--- config.mk ---
export PLATFORM = sky130hd
export DESIGN_NAME = imm_gen_pipe
export DESIGN_NICKNAME = d
export VERILOG_FILES = /design/src/rtl/imm_gen_pipe.sv
export SDC_FILE = /design/constraint.sdc
export NUM_CORES = 1
export LEC_CHECK = 0
export ABC_AREA = 1
export BUFFER_PORTS_ARGS = -buffer_cell sky130_fd_sc_hd__buf_2
export CORE_MARGIN = 4
export CORE_UTILIZATION = 46
export CTS_BUF_LIST = sky130_fd_sc_hd__clkbuf_4 sky130_fd_sc_hd__clkbuf_8
export DETAILED_ROUTE_END_ITERATION = 7
export GPL_TIMING_DRIVEN = 0
export PLACE_DENSITY = 0.82
export SETUP_SLACK_MARGIN = 0.5
export SKIP_CTS_REPAIR_TIMING = 1
export SYNTH_ARGS = -nofsm -noshare
export SYNTH_HDL_FRONTEND = slang
export SYNTH_SLANG_ARGS = --single-unit
--- constraint.sdc ---
create_clock -name clk -period 1.55 [get_ports clk]
set_input_delay 0.155 -clock clk [delete_from_list [all_inputs] [get_ports clk]]
set_output_delay 0.155 -clock clk [all_outputs]
set_load 0.02 [all_outputs]
--- src/rtl/imm_gen_pipe.sv ---
`default_nettype none
// ============================================================================
// imm_gen_pipe : one-cycle pipelined RISC-V immediate generator with
//                valid/ready handshake, illegal-format flag and error counter.
//                Define IMM_GEN_SKID_EN for a one-entry skid buffer.
// Revision     : 1.0
// ============================================================================
module imm_gen_pipe #(
    parameter int XLEN  = 32,
    parameter int TAG_W = 5
) (
    input  logic             clk,
    input  logic             rst_n,
    input  logic             in_valid,
    output logic             in_ready,
    input  logic [31:7]      instr,
    input  logic [2:0]       immsrc,
    input  logic [TAG_W-1:0] in_tag,
    output logic             out_valid,
    input  logic             out_ready,
    output logic [XLEN-1:0]  immext,
    output logic [TAG_W-1:0] out_tag,
    output logic             out_illegal,
    output logic [7:0]       err_count
);

    typedef enum logic [1:0] {
        ST_EMPTY     = 2'd0,
        ST_FULL      = 2'd1
`ifdef IMM_GEN_SKID_EN
        , ST_FULL_SKID = 2'd2
`endif
    } state_t;

    state_t            r_state;
    state_t            w_state_next;
    logic [31:0]       w_imm32;
    logic [XLEN-1:0]   w_imm;
    logic              w_illegal;
    logic              w_accept;
    logic              w_xfer;
    logic              w_load_out;
    logic [XLEN-1:0]   r_immext;
    logic [TAG_W-1:0]  r_tag;
    logic              r_illegal;
    logic [7:0]        r_err;

    // Every format's top bit is either instr[31] or a zero, so one 32-bit
    // value sign-extended from its MSB covers both datapath widths.
    always_comb begin
        w_imm32   = '0;
        w_illegal = 1'b0;
        case (immsrc)
            3'b000: w_imm32 = {{20{instr[31]}}, instr[31:20]};
            3'b001: w_imm32 = {{20{instr[31]}}, instr[31:25], instr[11:7]};
            3'b010: w_imm32 = {{19{instr[31]}}, instr[31], instr[7], instr[30:25],
                               instr[11:8], 1'b0};
            3'b011: w_imm32 = {{11{instr[31]}}, instr[31], instr[19:12], instr[20],
                               instr[30:21], 1'b0};
            3'b100: w_imm32 = {instr[31:12], 12'b0};
            3'b101: w_imm32 = {27'b0, instr[19:15]};
            3'b110: w_imm32 = (XLEN == 64) ? {26'b0, instr[25:20]} : {27'b0, instr[24:20]};
            default: w_illegal = 1'b1;
        endcase
    end

    generate
        if (XLEN == 64) begin : g_xlen64
            assign w_imm = {{(XLEN-32){w_imm32[31]}}, w_imm32};
        end else begin : g_xlen32
            assign w_imm = w_imm32;
        end
    endgenerate

    assign w_accept  = in_valid && in_ready;
    assign w_xfer    = out_valid && out_ready;
    assign out_valid = (r_state != ST_EMPTY);

`ifdef IMM_GEN_SKID_EN
    logic              w_load_skid;
    logic              w_load_from_skid;
    logic              r_in_ready;
    logic [XLEN-1:0]   r_skid_imm;
    logic [TAG_W-1:0]  r_skid_tag;
    logic              r_skid_illegal;

    assign in_ready = r_in_ready;
`else
    logic              r_run;

    assign in_ready = r_run && (!out_valid || out_ready);
`endif

    always_comb begin
        w_state_next = r_state;
        w_load_out   = 1'b0;
`ifdef IMM_GEN_SKID_EN
        w_load_skid      = 1'b0;
        w_load_from_skid = 1'b0;
`endif
        case (r_state)
            ST_EMPTY: begin
                if (w_accept) begin
                    w_state_next = ST_FULL;
                    w_load_out   = 1'b1;
                end
            end
            ST_FULL: begin
                if (w_xfer) begin
                    if (w_accept) w_load_out   = 1'b1;
                    else          w_state_next = ST_EMPTY;
                end
`ifdef IMM_GEN_SKID_EN
                else if (w_accept) begin
                    w_state_next = ST_FULL_SKID;
                    w_load_skid  = 1'b1;
                end
`endif
            end
`ifdef IMM_GEN_SKID_EN
            ST_FULL_SKID: begin
                if (w_xfer) begin
                    w_state_next     = ST_FULL;
                    w_load_from_skid = 1'b1;
                end
            end
`endif
            default: w_state_next = ST_EMPTY;
        endcase
    end

    always_ff @(posedge clk or negedge rst_n) begin
        if (!rst_n) begin
            r_state   <= ST_EMPTY;
            r_immext  <= '0;
            r_tag     <= '0;
            r_illegal <= 1'b0;
        end else begin
            r_state <= w_state_next;
            if (w_load_out) begin
                r_immext  <= w_imm;
                r_tag     <= in_tag;
                r_illegal <= w_illegal;
            end
`ifdef IMM_GEN_SKID_EN
            else if (w_load_from_skid) begin
                r_immext  <= r_skid_imm;
                r_tag     <= r_skid_tag;
                r_illegal <= r_skid_illegal;
            end
`endif
        end
    end

`ifdef IMM_GEN_SKID_EN
    // in_ready tracks the next skid occupancy so it leaves the flop directly.
    always_ff @(posedge clk or negedge rst_n) begin
        if (!rst_n) begin
            r_in_ready     <= 1'b0;
            r_skid_imm     <= '0;
            r_skid_tag     <= '0;
            r_skid_illegal <= 1'b0;
        end else begin
            r_in_ready <= (w_state_next != ST_FULL_SKID);
            if (w_load_skid) begin
                r_skid_imm     <= w_imm;
                r_skid_tag     <= in_tag;
                r_skid_illegal <= w_illegal;
            end
        end
    end
`else
    always_ff @(posedge clk or negedge rst_n) begin
        if (!rst_n) r_run <= 1'b0;
        else        r_run <= 1'b1;
    end
`endif

    always_ff @(posedge clk or negedge rst_n) begin
        if (!rst_n) begin
            r_err <= 8'd0;
        end else if (w_accept && w_illegal && (r_err != 8'hFF)) begin
            r_err <= r_err + 8'd1;
        end
    end

    assign immext      = r_immext;
    assign out_tag     = r_tag;
    assign out_illegal = r_illegal;
    assign err_count   = r_err;

endmodule
`default_nettype wire

# After elaboration in Yosys (flattened, before gate mapping)
# Cells that the tools add are included.
# word_totals
reg_bits	49
inputBits	37
out_inout_bits	48
elab_cells	39
# classes
addsub	1
n_eq_ne	11
n_mux	9
reduce_logical	12
# op_table
cell	n
32-bit case mux with 7 select lines	1
3-bit equality test (second input constant)	3
8-bit by 1-bit adder with 8-bit output (second input constant)	1
8-bit inequality test (second input constant)	1
7-bit OR reduction	1
3-bit by 2-bit equality test with 1-bit output (second input constant)	2
2-bit two-way mux	3
2-bit inequality test (second input constant)	3
1-bit logical AND	5
2-bit case mux with 2 select lines	1
3-bit by 1-bit equality test with 1-bit output (second input constant)	1
3-bit zero test	1
1-bit two-way mux	3
3-bit AND reduction	1
2-bit by 1-bit equality test with 1-bit output (second input constant)	1
2-bit zero test	1
1-bit case mux with 2 select lines	1
2-bit nonzero test	1
1-bit zero test	1
1-bit logical OR	1

# Longest topological paths before layout
# Gate-level depths: netlist of the first run.
# logic_depth
ltp_word	8
depth_mapped	8
depth_no_buf	8

# Worst setup path after synthesis of the first run
# OpenSTA, ideal clock, no wires.
# synth_timing
path_type	flip-flop to flip-flop
startpoint	reg r_err[0] (netlist: err_count[0])
endpoint	reg r_err[6] (netlist: err_count[6])
setup_time_ps	74
arrival_ps	1419
required_time_ps	1476
setup_slack_ps	57
path_stages_with_launch	9
path_buffers	1
period_less_slack_ps	1493
cell_sequence	dfrtp_1 ha_1 nand3_1 nor2_1 nand3_1 nand2_1 buf_4 nand2_1 o21ai_2
# synth_between
elab_chain_len	2
elab_cells_between_ends	3
cone_classes	1 x add/sub; 1 x eq/ne; 1 x reduce/logical
# synth_rtl
element	line_no	source
start: declaration	46	logic [7:0] r_err;
start signal: assignment	183	r_err <= r_err + 8'd1;
branches (longest 2 deep; another with 8-bit by 1-bit adder with 8-bit output)	-	
# Parallel ways; which one is timed is not known.
# A chain may end at the register's enable or synchronous reset.

# Worst setup path after layout of the first run
# Ends and elaborated chain as after synthesis.

==> summary.txt, run 1 <==
Status
  • Outcome: completed

Placed design
  • Placed Instances: 436
  • RePlAce Congestion: 0.864
  • Dpl hpwl: 4230 um
  • Input/output buffers: between 80 and 90
  • Pre-CTS worst setup slack: around 0.17 ns

Finish
  • Layout cells sized above 1: 0.359
  • Commonest non-fill, non-tap cell in the layout: nand2_1
  • Sequential cell area: ~0.0012 mm2
  • N_diodes: 0
  • Commonest cells after routing, fill and taps aside: 119 x nand2_1, 78 x buf_2, 40 x dfrtp_1
  • Area added between synthesis and finish: 39.8%
  • Final Non-Filler Cells: ~460
  • Multi-input combinational cell area: ~980 um2
  • # fillers: ~390
  • Final Net Count: between 400 and 500

Critical path
  • Worst path cell trace: ha_4, nand3_4, nor2_4, nand3_2, nand2_4, buf_6, nand2_1, o21ai_2
  • Crit start category: flip-flop
  • Critical path's slowest cell: dfrtp_2
  • Top delay family on crit path: simple AND/OR/NAND/NOR gates
  • Crit path DAT: 1.51 ns
  • Worst Setup End Kind: flip-flop
  • Max stage delay on crit path: slightly above 0.4 ns
  • CP bufs+invs: 1
  • CP Class: reg -> reg
  • Critical path required time: approximately 1.8 ns
  • Worst Setup SP: err_count[0]
  • R2R Path Start: err_count[0]
  • Crit Path Max Fanout: 5

Die
  • I/O pin cnt: 85
  • Die height: 78.0 um
  • Core area: between 0.004 and 0.005 mm2
  • Die ar.: between 0.006 and 0.007 mm2
  • Initial Utilization: 0.478
  • # rows: 25
  • Die X: approximately 80 um

Synthesis
  • Ranking of synthesized cells by area: dfrtp_1 53%, nand2_1 20%, o21ai_0 5.3%
  • Yosys warnings: 0
  • Post-synth top area cell: dfrtp_1
  • Post-synthesis sequential area ratio: 0.532
  • #FFs+latches synth: 48
  • Post-Syn Area per Cell: 7.92 um2
  • Area share of the largest cell type after synthesis: 0.532
  • Net Count, Synth: roughly 320
  • Post-Synthesis Cells: 285
  • Netlist Area Pre-Place: 0.00226 mm2
  • Yosys cell types: 20

Job
  • Max Cap Viol: 0

GRT
  • Total track usage: 0.196
  • Largest net degree at the start of global routing: 49
  • Global route overflow: 0
  • First-pass GRT wire length: roughly 9500 um
  • Vias in the first global route: ~2100
  • Initial antenna violation count: 0

Power and ir drop
  • Pleak: 0.00175 uW
  • Power Density: 1040 mW/mm2
  • Worst ir drop on vdd: 521 uV
  • Total power: roughly 3300 uW

Timing
  • Hold WS: slightly above 0.04 ns
  • Clock skew: 0.00734 ns
  • Endpoints failing setup: 0
  • Slew HR: 0.304
  • Worst slew pin tran: ~1.0 ns
  • Final worst path period need: around 1.3 ns
  • Unrepaired setup endpoints after global routing: true
  • TNS Setup: 0 ns
  • Slew Viols, Final: 0
  • Final hold vios: 0
  • Maximum clock rate: about 0.8 GHz
  • Tcrit/Tclk final: 0.829
  • Final WS setup: about 0.27 ns

Detailed routing
  • DRC: 0
  • DRT Pass-1 Iters: 4
  • Routed Antenna Nets: 0
  • DR iter-0 viols: 124
  • Post-Route WL: between 6000 and 7000 um
  • Vias per cell: 4.91
  • DR vias: ~2200
  • WL per Instance: approximately 13 um

CTS
  • CTS Buf Count: 5
  • TritonCTS clock tree: yes
  • CTS Buffer Depth: 2
  • Root Buffer: clkbuf_8
  • CTS clock-pin slew for the worst setup and hold paths: roughly 0.080 ns
  • TritonCTS Sinks: 48
  • H-tree depth: 2
  • Clk_lat worst skew: ~0.3 ns

Min path
  • Worst hold path type: in -> async
registers in the layout, summed over array words and instances (netlist names):
signal / flops
r_run: 1
r_state: 1
err_count: 8
immext: 32
out_illegal: 1
out_tag: 5
layout make-up:
cell class,instances,share of cell area
sequential,48,0.384
multi-input combinational,201,0.310
inverter,23,0.0282
clock buffer,8,0.0310
tap,67,0.0266
buffer,13,0.0369
timing repair buffer,97,0.184
cell usage after synthesis:
cell type / n
nand2_1: 123
dfrtp_1: 48
o21ai_0: 24
inv_1: 23
nand3_1: 16
buf_2: 9
a21oi_1: 8
nand4_1: 6
o31ai_1: 6
nor2_1: 5
xnor2_1: 5
clkbuf_1: 3
o21ai_2: 2
and2_1: 1
buf_4: 1
conb_1: 1
ha_1: 1
nand2_2: 1
nor3_1: 1
o22ai_1: 1
cells by family (layout without fill, tap and decap cells):
logic type / count (synthesis) / after routing / synth area share
flops: 48 / 48 / 0.532
other cells: 1 / 1 / 0.00166
simple gates: 153 / 153 / 0.273
buf+inv: 36 / 141 / 0.0666
compound gates: 41 / 41 / 0.102
fa+ha+maj: 1 / 1 / 0.00555
xor+xnor: 5 / 5 / 0.0194
routing by layer:
| layer | vias up | share of wire | global-route usage |
|---|---|---|---|
| met5 | - | 0 | 0 |
| met4 | 0 | 0.019 | 0.0804 |
| met3 | 12 | 0.052 | 0.0367 |
| met2 | 75 | 0.48 | 0.319 |
| met1 | 1045 | 0.44 | 0.258 |
| li1 | 1112 | - | - |
final timing paths:
check                          endpoint  slack, ns  cells after the start
max                        err_count[6]       0.27                      8
min                          immext[14]       0.04                      1
max reg2reg                err_count[6]       0.27                      8
min reg2reg                  out_tag[0]       0.47                      2
max in group asynchronous  err_count[6]       0.79                      1
min in group clk             out_tag[0]       0.06                      3
report_power, final:
| group | internal, uW | total, uW | switching (uW) | leakage, uW |
|---|---|---|---|---|
| registers | 1430 | 1540 | 110 | 0.000610 |
| clock network | 399 | 792 | 393 | 0.0000523 |
| logic | 389 | 966 | 577 | 0.00109 |
through the flow:
step                cell area [um2]   util
floorplan                      2340      -
global placement               2840  0.602
detailed placement             2840  0.602
CTS                            2940  0.623
global route                   3150  0.668
finish                         3150  0.668
No activity file was read; power rests on OpenSTA's default activity.
==> run 2, diff against run 1 <==
- ABC_AREA: 1 -> 0
- clock period: 1.55 -> 1.21 ns (I/O delays scaled with it)
==> run 2 against run 1 <==
  * The run now ends with negative hold slack, negative setup slack left
  * Flip-flop and latch count did not move
  * Power rose by 53%
  * Setup slack got worse by 0.54 ns
  * Via count fell by 2.1%
  * Non-clock buffer count rose by 19
  * Final area rose by 15%
  * Clock-buffer cell count fell by 2
  * Die area fell by 1.0%
  * Utilization rose by 9.9 points
  * Critical path depth fell by 3
==> summary.txt, run 2 <==
Status
  • Outcome: finished, violations left
  • Failing checks: negative hold slack, negative setup slack

Detailed routing
  • Vias per cell: 5.22 (+6.2%)
  • Detailed-routed wire length on met3: 390 um (+23%)
  • DR vias: 2196 (-2.1%)
  • WL per Instance: 16.9 um (+26%)
  • Top Layer Used: met4
  • Wire length on met1: 2860 um (+5.0%)
  • DR iter-0 viols: 110 (-11%)
  • Routed Antenna Nets: 0 (unchanged)
  • DRC: 0 (unchanged)
  • DRT Pass-1 Iters: 4 (unchanged)
  • Met2 Wirelength: 3660 um (+24%)
  • Post-Route WL: 7100 um (+16%)

GRT
  • Initial antenna violation count: 0 (unchanged)
  • Largest net degree at the start of global routing: 49 (unchanged)
  • First-pass GRT wire length: 9540 um (+0.43%)
  • Global route overflow: 0 (unchanged)
  • Vias in the first global route: 1984 (-4.8%)
  • Total track usage: 0.200 (+0.00370)

Synthesis
  • Most frequent cell after synthesis: nand2_1
  • Async SR Flop Fraction: 1.00 (unchanged)
  • Post-synthesis sequential area ratio: 0.539 (+0.00627)
  • Post-synth top area cell: dfrtp_1
  • Yosys warnings: 0 (unchanged)
  • Synth Flop Type: dfrtp_1
  • #FFs+latches synth: 48 (unchanged)
  • EDFF count, synth: 0 (unchanged)
  • Ranking of synthesized cells by area: dfrtp_1 54%, nand2_1 10%, o21ai_0 4.5%
  • Post-Synthesis Cells: 231 (-19%)
  • Most frequent cells after synthesis: 61 x nand2_1, 48 x dfrtp_1, 20 x o21ai_0
  • Post-Syn Area per Cell: 9.65 um2 (+22%)
  • Netlist Area Pre-Place: 0.00223 mm2 (-1.2%)
  • Area share of the largest cell type after synthesis: 0.539 (+0.00627)
  • Net Count, Synth: 269 (-17%)
  • Yosys cell types: 33 (+65%)

Timing
  • Tcrit/Tclk final: 1.22 (+0.396)
  • Unrepaired setup endpoints after global routing: true
  • Final WS setup: -0.272 ns (-0.537 ns)
  • Worst slew pin tran: 0.654 ns (-0.391 ns)
  • Slew HR: 0.564 (+0.261)
  • Slew Viols, Final: 0 (unchanged)
  • Hold WS: -0.140 ns (-0.180 ns)
  • Final hold vios: 48 (+48)
  • Final worst path period need: 1.48 ns (+0.197 ns)
  • Clock skew: 0.0113 ns (+0.00401 ns)
  • TNS Setup: -3.14 ns (-3.14 ns)
  • Maximum clock rate: 0.675 GHz (-13%)
  • Endpoints failing setup: 47 (+47)

CTS
  • CTS Buffer Depth: 2 (unchanged)
  • CTS Buf Count: 5 (unchanged)
  • TritonCTS clock tree: yes
  • Root Buffer: clkbuf_8
  • H-tree depth: 2 (unchanged)
  • TritonCTS Sinks: 48 (unchanged)
  • CTS clock-pin slew for the worst setup and hold paths: 0.09 ns (about the same)
  • Clk_lat worst skew: 0.30 ns (about the same)

Critical path
  • R2R Path Start: err_count[1]
  • Critical path required time: 1.40 ns (-0.37 ns)
  • Worst Setup End Kind: flip-flop
  • Top delay family on crit path: flip-flops
  • Crit path DAT: 1.67 ns (+0.16 ns)
  • CP Class: reg -> reg
  • Max stage delay on crit path: 0.46 ns (+0.05 ns)
  • Crit start category: flip-flop
  • Crit Path Max Fanout: 6 (+1)
  • Reg-to-reg endpoint: err_count[1]
  • CP bufs+invs: 1 (unchanged)
  • Critical path's slowest cell: dfrtp_2
  • Worst path cell trace: ha_4, and4_1, buf_6, nor2_4, mux2_4
  • R2R depth: 5 (-3)
  • Reg2Reg Setup Slack: -0.27 ns (-0.54 ns)

Placed design
  • Placed Instances: 381 (-13%)
  • RePlAce Congestion: 0.781 (-9.6%)
  • Dpl hpwl: 4280 um (+1.3%)
  • Instance area after placement: 0.00279 mm2 (-1.8%)
  • Input/output buffers: 83 (-1.2%)

Finish
  • Area added between synthesis and finish: 62.3%
  • Final Net Count: 391 (-8.4%)
  • Largest register FFs: 32 (unchanged)
  • Commonest non-fill, non-tap cell in the layout: nand2_1
  • Fin util: 0.766 (+0.0988)
  • Layout cells sized above 1: 0.480 (+0.121)
  • N_diodes: 0 (unchanged)
  • Sequential cell area: 0.00121 mm2 (+0.10%)
  • # fillers: 307 (-21%)
  • Final Non-Filler Cells: 421 (-7.9%)
  • Final Instance Area: 0.00362 mm2 (+15%)
  • Commonest cells after routing, fill and taps aside: 60 x nand2_1, 58 x buf_6, 39 x dfrtp_1
  • Multi-input combinational cell area: 0.00109 mm2 (+12%)

Die
  • Die height: 77.6 um (-0.53%)
  • Initial Utilization: 0.472 (-0.00556)
  • Core area: 0.00472 mm2 (unchanged)
  • I/O pin cnt: 85 (unchanged)
  • # rows: 25 (unchanged)
  • Die ar.: 0.00602 mm2 (-1.0%)
  • Die X: 77.6 um (-0.53%)

Power and ir drop
  • Power Density: 1390 mW/mm2 (+34%)
  • Worst ir drop on vdd: 933 uV (+79%)
  • Pleak: 0.00178 uW (+1.7%)

Min path
  • Worst hold path type: in -> async

Job
  • Max Cap Viol: 0 (unchanged)
run 2: layout make-up:
class | instances | share of cell area
flip-flops and latches | 48 | 0.335
repair buffers | 114 | 0.268
well taps | 67 | 0.0232
clock inverters | 2 | 0.0107
multi-input cells | 169 | 0.302
plain buffers | 15 | 0.0380
clock buffers | 6 | 0.0228
run 2: worst register-to-register path, cell delays in order (launching register included):
cell and delay (ns):
dfrtp_2 0.46, ha_4 0.17, and4_1 0.20, buf_6 0.14, nor2_4 0.10, mux2_4 0.30
run 2: cells by family after synthesis:
group	count (synthesis)	share of synthesized area
buf+inv	15	0.0303
other cells	1	0.00168
flops	48	0.539
mux	12	0.0578
fa+ha+maj	1	0.00561
compound gates	54	0.132
simple gates	93	0.203
xor+xnor	7	0.0309
run 2: per-stage QoR:
step	setup slack [ns]	total power, uW	hold slack [ns]
3_3_place_gp	-0.318	3150	0.311
3_5_place_dp	-0.385	3180	0.322
5_1_grt	-0.330	5300	-0.0965
4_1_cts	-0.373	4400	0.000864
6_report	-0.272	5050	-0.140
2_1_floorplan	-0.324	2710	-0.175
run 2: worst max path at each step:
| stage | start | end | slack [ns] | cells after the start |
|---|---|---|---|---|
| after floorplan | err_count[2] | err_count[1] | -0.32 | 5 |
| after detailed placement | immsrc[0] | immext[26] | -0.38 | 6 |
| after global placement | err_count[2] | err_count[1] | -0.32 | 5 |
| after global routing | err_count[1] | err_count[3] | -0.33 | 5 |
| final | err_count[1] | err_count[1] | -0.27 | 5 |
| after CTS | err_count[2] | err_count[7] | -0.37 | 5 |
run 2: power by group:
part	switching, uW	internal [uW]	leakage [uW]
logic	838	911	0.00111
clock network	556	676	0.0000614
registers	221	1850	0.000610
total	1620	3430	0.00178
run 2: per-layer routing:
metal  up-vias  track usage
met5         -            0
met1      1046        0.270
met2       100        0.317
li1       1033            -
met4         0       0.0516
met3        17       0.0557
==> run 3, diff against run 2 <==
- clock period: 1.21 -> 1.6 ns (I/O delays scaled with it)
==> run 3 against run 2 <==
  * The run now ends clean
  * Sequential share of layout area grew 4.0 points
  * Sequential power shrank 27%
  * Combinational power decreased by 37%
  * Critical path type unchanged
==> summary.txt, run 3 (same netlist as run 2, synthesis figures left out) <==
Status
  • Outcome: completed

Power and ir drop
  • Power Density: 1100 mW/mm2 (-21%)
  • Worst ir drop on vdd: 530 uV (-43%)
  • Pleak: 0.00166 uW (-6.8%)

Min path
  • Worst hold path type: in -> async

Detailed routing
  • DRC: 0 (unchanged)
  • DR iter-0 viols: 101 (-8.2%)
  • DRT Pass-1 Iters: 4 (unchanged)
  • Routed Antenna Nets: 0 (unchanged)
  • DR vias: 2104 (-4.2%)
  • WL per Instance: 15.1 um (-10%)
  • Vias per cell: 5.17 (-0.89%)
  • Post-Route WL: 6150 um (-13%)

Finish
  • Final Net Count: 377 (-3.6%)
  • Multi-input combinational cell area: 0.00108 mm2 (-1.1%)
  • Sequential cell area: 0.00121 mm2 (-0.10%)
  • Largest register FFs: 32 (unchanged)
  • Commonest non-fill, non-tap cell in the layout: buf_2
  • Layout cells sized above 1: 0.447 (-0.0332)
  • N_diodes: 0 (unchanged)
  • Final Instance Area: 0.00323 mm2 (-11%)
  • # fillers: 391 (+27%)
  • Commonest cells after routing, fill and taps aside: 81 x buf_2, 61 x nand2_1, 40 x dfrtp_1
  • Area added between synthesis and finish: 44.8%

Critical path
  • Crit path DAT: 1.69 ns (+0.02 ns)
  • Crit Path Max Fanout: 6 (unchanged)
  • R2R depth: 5 (unchanged)
  • Crit start category: flip-flop
  • Critical path's slowest cell: dfrtp_2
  • CP Class: reg -> reg
  • Worst path cell trace: and4_4, and4_1, buf_6, nor3_1, xor2_1
  • Worst Setup End Kind: flip-flop
  • Max stage delay on crit path: 0.43 ns (-0.03 ns)
  • Critical path required time: 1.82 ns (+0.42 ns)
  • Reg2Reg Setup Slack: 0.13 ns (+0.40 ns)
  • Reg-to-reg endpoint: err_count[3]
  • R2R Path Start: err_count[5]

Timing
  • Final hold vios: 0 (-100%)
  • Worst slew pin tran: 1.05 ns (+0.400 ns)
  • Hold WS: 0.0510 ns (+0.191 ns)
  • Slew Viols, Final: 0 (unchanged)
  • Slew HR: 0.298 (-0.266)
  • Tcrit/Tclk final: 0.922 (-0.303)
  • Unrepaired setup endpoints after global routing: true
  • Final worst path period need: 1.47 ns (-0.00707 ns)
  • Endpoints failing setup: 0 (-100%)
  • Maximum clock rate: 0.678 GHz (+0.48%)
  • Clock skew: 0.00334 ns (-0.00801 ns)

Placed design
  • Dpl hpwl: 4200 um (-2.0%)
  • RePlAce Congestion: 0.805 (+3.0%)
  • Instance area after placement: 0.00280 mm2 (+0.22%)
  • Input/output buffers: 83 (unchanged)

GRT
  • Global route overflow: 0 (unchanged)
  • Largest net degree at the start of global routing: 49 (unchanged)
  • Initial antenna violation count: 0 (unchanged)
  • Total track usage: 0.193 (-0.00696)
  • First-pass GRT wire length: 9350 um (-2.0%)
  • Vias in the first global route: 1998 (+0.71%)

Die
  • Die height: 77.6 um (unchanged)
  • Initial Utilization: 0.472 (unchanged)
  • I/O pin cnt: 85 (unchanged)
  • Core area: 0.00472 mm2 (unchanged)
  • # rows: 25 (unchanged)
  • Die ar.: 0.00602 mm2 (unchanged)
  • Die X: 77.6 um (unchanged)

CTS
  • H-tree depth: 2 (unchanged)
  • TritonCTS clock tree: yes
  • CTS clock-pin slew for the worst setup and hold paths: 0.09 ns (about the same)
  • CTS Buffer Depth: 2 (unchanged)
  • Clk_lat worst skew: 0.30 ns (about the same)
  • Root Buffer: clkbuf_8
  • TritonCTS Sinks: 48 (unchanged)
  • CTS Buf Count: 5 (unchanged)

Job
  • Max Cap Viol: 0 (unchanged)
[run 3: cell type report]
cell class,count,area share
sequential,48,0.375
multi-input combinational,169,0.335
timing repair buffer,100,0.183
buffer,15,0.0434
tap,67,0.0260
clock buffer,6,0.0256
clock inverter,2,0.0120
[run 3: worst max path at each step]
stage / start / to
finish: err_count[5] / err_count[3]
global route: err_count[5] / err_count[3]
CTS: err_count[2] / err_count[7]
detailed placement: immsrc[0] / immext[28]
global placement: err_count[2] / err_count[7]
floorplan: err_count[2] / err_count[1]
[run 3: metrics by stage]
stage | power (uW) | utilization | setup slack [ns] | instances | setup TNS, ns
floorplan | 2050 | - | 0.0660 | 231 | 0
global placement | 2380 | 0.592 | 0.0322 | 381 | 0
detailed placement | 2420 | 0.592 | -0.00501 | 381 | -0.00828
CTS | 3330 | 0.618 | -0.0110 | 389 | -0.0110
global route | 3730 | 0.684 | 0.0631 | 407 | 0
finish | 3540 | 0.684 | 0.125 | 407 | 0
[run 3: metal layers]
| metal | vias to the layer above | track usage | routed length [um] |
|---|---|---|---|
| met3 | 10 | 0.0406 | 324 |
| met1 | 1012 | 0.265 | 2680 |
| li1 | 1006 | - | - |
| met5 | - | 0 | 0 |
| met2 | 76 | 0.310 | 3070 |
| met4 | 0 | 0.0516 | 83 |
[run 3: power breakdown]
group	switching, uW	leakage [uW]	internal [uW]
logic	615	0.000989	491
clock network	412	0.0000614	511
registers	118	0.000612	1400
[run 3: critical path, delay by kind of cell, from the launching register on]
kind          cells  cell delay [ns]
xor+xnor          1             0.18
buf+inv           1             0.14
flops             1             0.43
simple gates      3             0.64
